===== config.mk =====
export PLATFORM = sky130hd
export DESIGN_NAME = traffic_phase_scheduler
export DESIGN_NICKNAME = d
export VERILOG_FILES = /design/src/rtl/traffic_phase_scheduler.sv
export SDC_FILE = /design/constraint.sdc
export NUM_CORES = 1
export LEC_CHECK = 0
export ABC_AREA = 1
export CORE_UTILIZATION = 52
export DETAILED_ROUTE_END_ITERATION = 8
export PLACE_DENSITY = 0.78
export SLEW_MARGIN = 20
export SYNTH_ARGS = -nofsm -noshare
export SYNTH_HDL_FRONTEND = slang
export SYNTH_SLANG_ARGS = --single-unit

===== constraint.sdc =====
create_clock -name clk -period 1.95 [get_ports clk]
set_input_delay 0.4875 -clock clk [delete_from_list [all_inputs] [get_ports clk]]
set_output_delay 0.4875 -clock clk [all_outputs]
set_load 0.05 [all_outputs]

===== src/rtl/traffic_phase_scheduler.sv =====
// Purpose : two-street intersection phase scheduler (A green, B green, exclusive pedestrian walk)
// Latency : a phase decision made at a rising edge shows on the outputs in the cycle after that edge
// Backpressure: none; the demand inputs are sampled every cycle and a pedestrian request is latched until served
//
// Ports:
//   clk      system clock, rising edge
//   reset    asynchronous active-low reset
//   Ta, Tb   traffic present on street A / street B
//   ped_req  pedestrian button, level or pulse
//   LA, LB   light codes: 00 green, 01 yellow, 10 red
//   walk     pedestrian walk lamp
//   ped_ack  one-cycle pulse on the first walk cycle
//   phase    current phase: 0 AG, 1 AY, 2 ALLRED, 3 WALK, 4 BG, 5 BY
module traffic_phase_scheduler #(
    parameter int GREEN_MIN   = 6,
    parameter int GREEN_MAX   = 20,
    parameter int YELLOW_TIME = 3,
    parameter int ALLRED_TIME = 2,
    parameter int WALK_TIME   = 5
) (
    input  logic       clk,
    input  logic       reset,
    input  logic       Ta,
    input  logic       Tb,
    input  logic       ped_req,
    output logic [1:0] LA,
    output logic [1:0] LB,
    output logic       walk,
    output logic       ped_ack,
    output logic [2:0] phase
);

    typedef enum logic [2:0] {
        S_AG     = 3'd0,
        S_AY     = 3'd1,
        S_ALLRED = 3'd2,
        S_WALK   = 3'd3,
        S_BG     = 3'd4,
        S_BY     = 3'd5
    } state_t;

    localparam logic [1:0] L_GREEN  = 2'b00;
    localparam logic [1:0] L_YELLOW = 2'b01;
    localparam logic [1:0] L_RED    = 2'b10;

    // Counter wide enough for the longest timed interval.
    localparam int CW = $clog2(GREEN_MAX + YELLOW_TIME + ALLRED_TIME + WALK_TIME + 1);

    localparam logic [CW-1:0] C_GMIN = CW'(GREEN_MIN - 1);
    localparam logic [CW-1:0] C_GMAX = CW'(GREEN_MAX - 1);
    localparam logic [CW-1:0] C_YEL  = CW'(YELLOW_TIME - 1);
    localparam logic [CW-1:0] C_AR   = CW'(ALLRED_TIME - 1);
    localparam logic [CW-1:0] C_WALK = CW'(WALK_TIME - 1);

    state_t          r_state;
    logic [CW-1:0]   r_cnt;
    logic            r_ped_pending;
    logic            r_last_b;      // 0: street A was the last green, 1: street B
    logic [1:0]      r_la;
    logic [1:0]      r_lb;
    logic            r_walk;
    logic            r_ped_ack;
    logic [2:0]      r_phase;

    state_t          w_nxt;
    logic            w_min_ok;
    logic            w_max_ok;
    state_t          w_after_clear;

    // Next-state decision from registered state, counter and latched demand.
    always_comb begin
        w_nxt         = r_state;
        w_min_ok      = (r_cnt >= C_GMIN);
        w_max_ok      = (r_cnt >= C_GMAX);
        // After a clearance or walk, serve the street that was not green before.
        w_after_clear = r_last_b ? S_AG : S_BG;
        case (r_state)
            S_AG: begin
                if (w_min_ok && (Tb || r_ped_pending) && (!Ta || w_max_ok)) begin
                    w_nxt = S_AY;
                end
            end
            S_AY: begin
                if (r_cnt == C_YEL) begin
                    w_nxt = S_ALLRED;
                end
            end
            S_ALLRED: begin
                if (r_cnt == C_AR) begin
                    w_nxt = r_ped_pending ? S_WALK : w_after_clear;
                end
            end
            S_WALK: begin
                if (r_cnt == C_WALK) begin
                    w_nxt = w_after_clear;
                end
            end
            S_BG: begin
                if (w_min_ok && (Ta || r_ped_pending) && (!Tb || w_max_ok)) begin
                    w_nxt = S_BY;
                end
            end
            S_BY: begin
                if (r_cnt == C_YEL) begin
                    w_nxt = S_ALLRED;
                end
            end
            default: w_nxt = S_AG;  // illegal codes recover to AG
        endcase
    end

    // State, dwell counter, demand latch and outputs. Outputs are registered
    // from the next state so they line up with the state register itself.
    always_ff @(posedge clk or negedge reset) begin
        if (!reset) begin
            r_state       <= S_AG;
            r_cnt         <= '0;
            r_ped_pending <= 1'b0;
            r_last_b      <= 1'b0;
            r_la          <= L_GREEN;
            r_lb          <= L_RED;
            r_walk        <= 1'b0;
            r_ped_ack     <= 1'b0;
            r_phase       <= 3'd0;
        end else begin
            r_state <= w_nxt;

            if (w_nxt != r_state) begin
                r_cnt <= '0;
            end else if (r_cnt != C_GMAX) begin
                r_cnt <= r_cnt + CW'(1);
            end

            if (r_state == S_AG) begin
                r_last_b <= 1'b0;
            end else if (r_state == S_BG) begin
                r_last_b <= 1'b1;
            end

            // Requests are ignored during the walk so a held button cannot
            // chain walks; the latch clears on the first walk cycle.
            if (r_state == S_WALK) begin
                if (r_cnt == '0) begin
                    r_ped_pending <= 1'b0;
                end
            end else if (ped_req) begin
                r_ped_pending <= 1'b1;
            end

            r_la      <= L_RED;
            r_lb      <= L_RED;
            r_walk    <= 1'b0;
            r_ped_ack <= 1'b0;
            r_phase   <= 3'(w_nxt);
            case (w_nxt)
                S_AG:     r_la <= L_GREEN;
                S_AY:     r_la <= L_YELLOW;
                S_ALLRED: ;
                S_WALK: begin
                    r_walk    <= 1'b1;
                    r_ped_ack <= (r_state != S_WALK);
                end
                S_BG:     r_lb <= L_GREEN;
                S_BY:     r_lb <= L_YELLOW;
                default: begin
                    r_la    <= L_GREEN;
                    r_phase <= 3'd0;
                end
            endcase
        end
    end

    assign LA      = r_la;
    assign LB      = r_lb;
    assign walk    = r_walk;
    assign ped_ack = r_ped_ack;
    assign phase   = r_phase;

endmodule


==> results of run 1 <==
-- final cells by class --
cell class / count / area share [%]
multi-input combinational: 79 / 41.46
tap: 25 / 2.541
clock buffer: 3 / 1.829
timing repair buffer: 14 / 10.77
sequential: 19 / 38.72
clock inverter: 1 / 0.4065
inverter: 14 / 4.268
-- where the power goes --
| part | total, mW | internal (mW) | switching, mW |
|---|---|---|---|
| clock | 0.197 | 0.0762 | 0.121 |
| combinational | 1.16 | 0.404 | 0.761 |
| sequential | 0.633 | 0.532 | 0.101 |
-- layer usage --
| metal | part of all wire (%) | wire length [microns] | vias to the layer above | global-route usage [%] |
|---|---|---|---|---|
| met4 | 0.62 | 11 | 0 | 5.714 |
| met3 | 3.9 | 70 | 2 | 5.098 |
| li1 | - | - | 391 | - |
| met5 | 0 | 0 | - | 0 |
| met1 | 48 | 850 | 346 | 24.02 |
| met2 | 48 | 846 | 13 | 29.72 |
-- how the worst max path moves through the flow --
stage	to	slack, ns	cells past startpoint
global placement	r_cnt[0]	0.25	10
floorplan	r_cnt[0]	0.47	10
detailed placement	r_cnt[4]	0.23	10
CTS	ped_ack	0.02	1
global route	walk	0.0008	1
finish	walk	0.04	1
-- timing repair --
| item | CTS | global route |
|---|---|---|
| endpoints found under the setup margin | 0 | 3 |
| gates resized for setup | 0 | 3 |
| buffers inserted | 0 | 0 |
-- Yosys cell counts, drive strengths merged --
cell	instances
xor2	3
ha	4
nand4	2
nand2	28
nand3b	1
o41ai	1
nand3	5
o21ai	4
a21oi	2
dfstp	1
a31o	1
dfrtp	18
and3	1
nor3	2
inv	14
nor2	25
-- flip-flops by register name, summed over array words and instances (netlist names) --
signal	count
walk	1
phase	3
r_last_b	1
r_ped_pending	1
LB	2
r_cnt	5
LA	2
r_state	3
ped_ack	1
-- metrics by stage --
step           area, sq um  instances  util, %  hold WS [ns]
5_1_grt               1231        155    68.33        0.5221
3_3_place_gp          1196        151    66.39        0.4958
4_1_cts               1224        155    67.92        0.5254
2_1_floorplan         1040        112        -        0.1919
3_5_place_dp          1196        151    66.39        0.5062
6_report              1231        155    68.33        0.5222
-- logic make-up (layout without fill, tap and decap cells) --
group                      count (synthesis)  in the layout  share of synthesized area, %
adders and majority gates                  4              4                         4.814
DFF                                       19             19                         45.85
and+or+nand+nor                           64             64                         37.18
AOI/OAI and AO/OA                          8              8                         4.573
xor gates and xnor gates                   3              3                         2.528
buffers and inverters                     14             32                         5.054
==> results.cfg, run 1 <==
[finish]
final_cell_mix = nand2_1 (19), dfrtp_1 (18), nor2_1 (13), inv_1 (9), nor2_2 (8)
syn2layout_area_growth_pct = 18.41
final_common_cell = nand2_1
seqCellArea_sq_um = 476.7
drive_gt1_share_pct = 30.77
multi_input_area_sq_um = 510.5
diodes = 0
fin_nets = 140
fillCellCount = 145

[floorplan]
fp.coreArea_sq_um = 1802
ios = 14
die_y_microns = 46.72
rows = 15
die_width_microns = 46.72
die-area_sq_um = 2182
start_util_pct = 57.71

[global_route]
overflow = 0
antenna_found_initial = 0
grt_pass1_wl_microns = 2746
grt_max_degree = 20
grt_pass1_vias = 663
grt_usage_pct = 18.42

[route]
drt_iter0_markers = 3
drcViolationCount = 0
via_count = 752
firstDrtPassIters = 4
via_per_inst = 4.852
ant_nets = 0
avgRoutedWirePerCell_microns = 11.47
routed_wl_microns = 1778

[critical_path]
slowest_delay_ns = 0.79
ff2ff_setup_slack_ns = 0.31
start_kind = flop
cp_num_buf_inv = 1
worstPathRequired_ns = 1.46
critPathArrivalTime_ns = 1.42
critPathKind = flop to primary output
r2r_start = r_cnt[0]
rr_worst_depth = 12
cp_slowest_cell = clkdlybuf4s50_1
crit_start = walk
critPathTopFamily = buffers and inverters
cp_max_fo = 1
path_cells = clkdlybuf4s50_1
timing.rr.end = r_cnt[4]
crit_path_end_kind = primary output

[yosys]
yosys_warnings = 0
syn_area_per_cell_sq_um = 9.283
synth_seq_cells = 19
syn_area_sq_um = 1040
synth_top_area_cell = dfrtp_1
synthTopCellsByArea = dfrtp_1 (43%), nand2_1 (6.9%), nand2_4 (6.5%)
synth-seq-area-share_pct = 45.85
syn_nets = 121
synth_cells = 112
synth_top_area_share_pct = 43.32
synth.distinct_cells = 24

[clocking]
clk_path_buf_depth = 2
cts.sinks = 19
worstSkewPairLatency_ns = 0.29
postCtsHoldBufs = 0
numCtsBuffers = 3
clockRootBuffer = clkbuf_4
clk_pin_slew_ns = 0.11
cts_tree = done
ctsHtreeMaxLevel = 1

[sta]
worst_pin_slew_ns = 0.4999
rsz0062_at_grt = false
finalHoldViolations = 0
layout_setup_ws_ns = 0.04207
fin_crit_sh_pct = 97.84
fin_skew_ns = 0.002917
final.min_clock_period_ns = 1.908
fmax_mhz = 524.1
slew_headroom_pct = 66.62
finalSetupTns_ns = 0
finalSetupViolCount = 0
finalMaxSlewViolations = 0

[power_and_ir_drop]
vdd_drop_max_uv = 863.7
p_per_area_nw_per_um2 = 1620
power_leakage_nw = 0.6630
finalPower_mw = 1.994

[status]
outcome = complete, no violations

[placement]
pre_cts_slack_ns = 0.2329
gp_congestion = 0.8371
numPortBuffers = 13
dp_hpwl_microns = 1393

[run]
drv_cap = 0

[worst_hold_path]
worstHoldPathType = input pin to async pin
Note: power is estimated with default switching activity, not from simulation.
==> run 2: changes to the inputs <==
--- a/config.mk
+++ b/config.mk
@@ -6,9 +6,12 @@
 export NUM_CORES = 1
 export LEC_CHECK = 0
 export ABC_AREA = 1
+export ABC_CLOCK_PERIOD_IN_PS = 1950
+export CAP_MARGIN = 25
 export CORE_UTILIZATION = 52
 export DETAILED_ROUTE_END_ITERATION = 8
 export PLACE_DENSITY = 0.78
+export REMOVE_ABC_BUFFERS = 1
 export SLEW_MARGIN = 20
 export SYNTH_ARGS = -nofsm -noshare
 export SYNTH_HDL_FRONTEND = slang
==> results of run 2 <==
No change in the layout: final DEF, timing and power equal those of run 1.
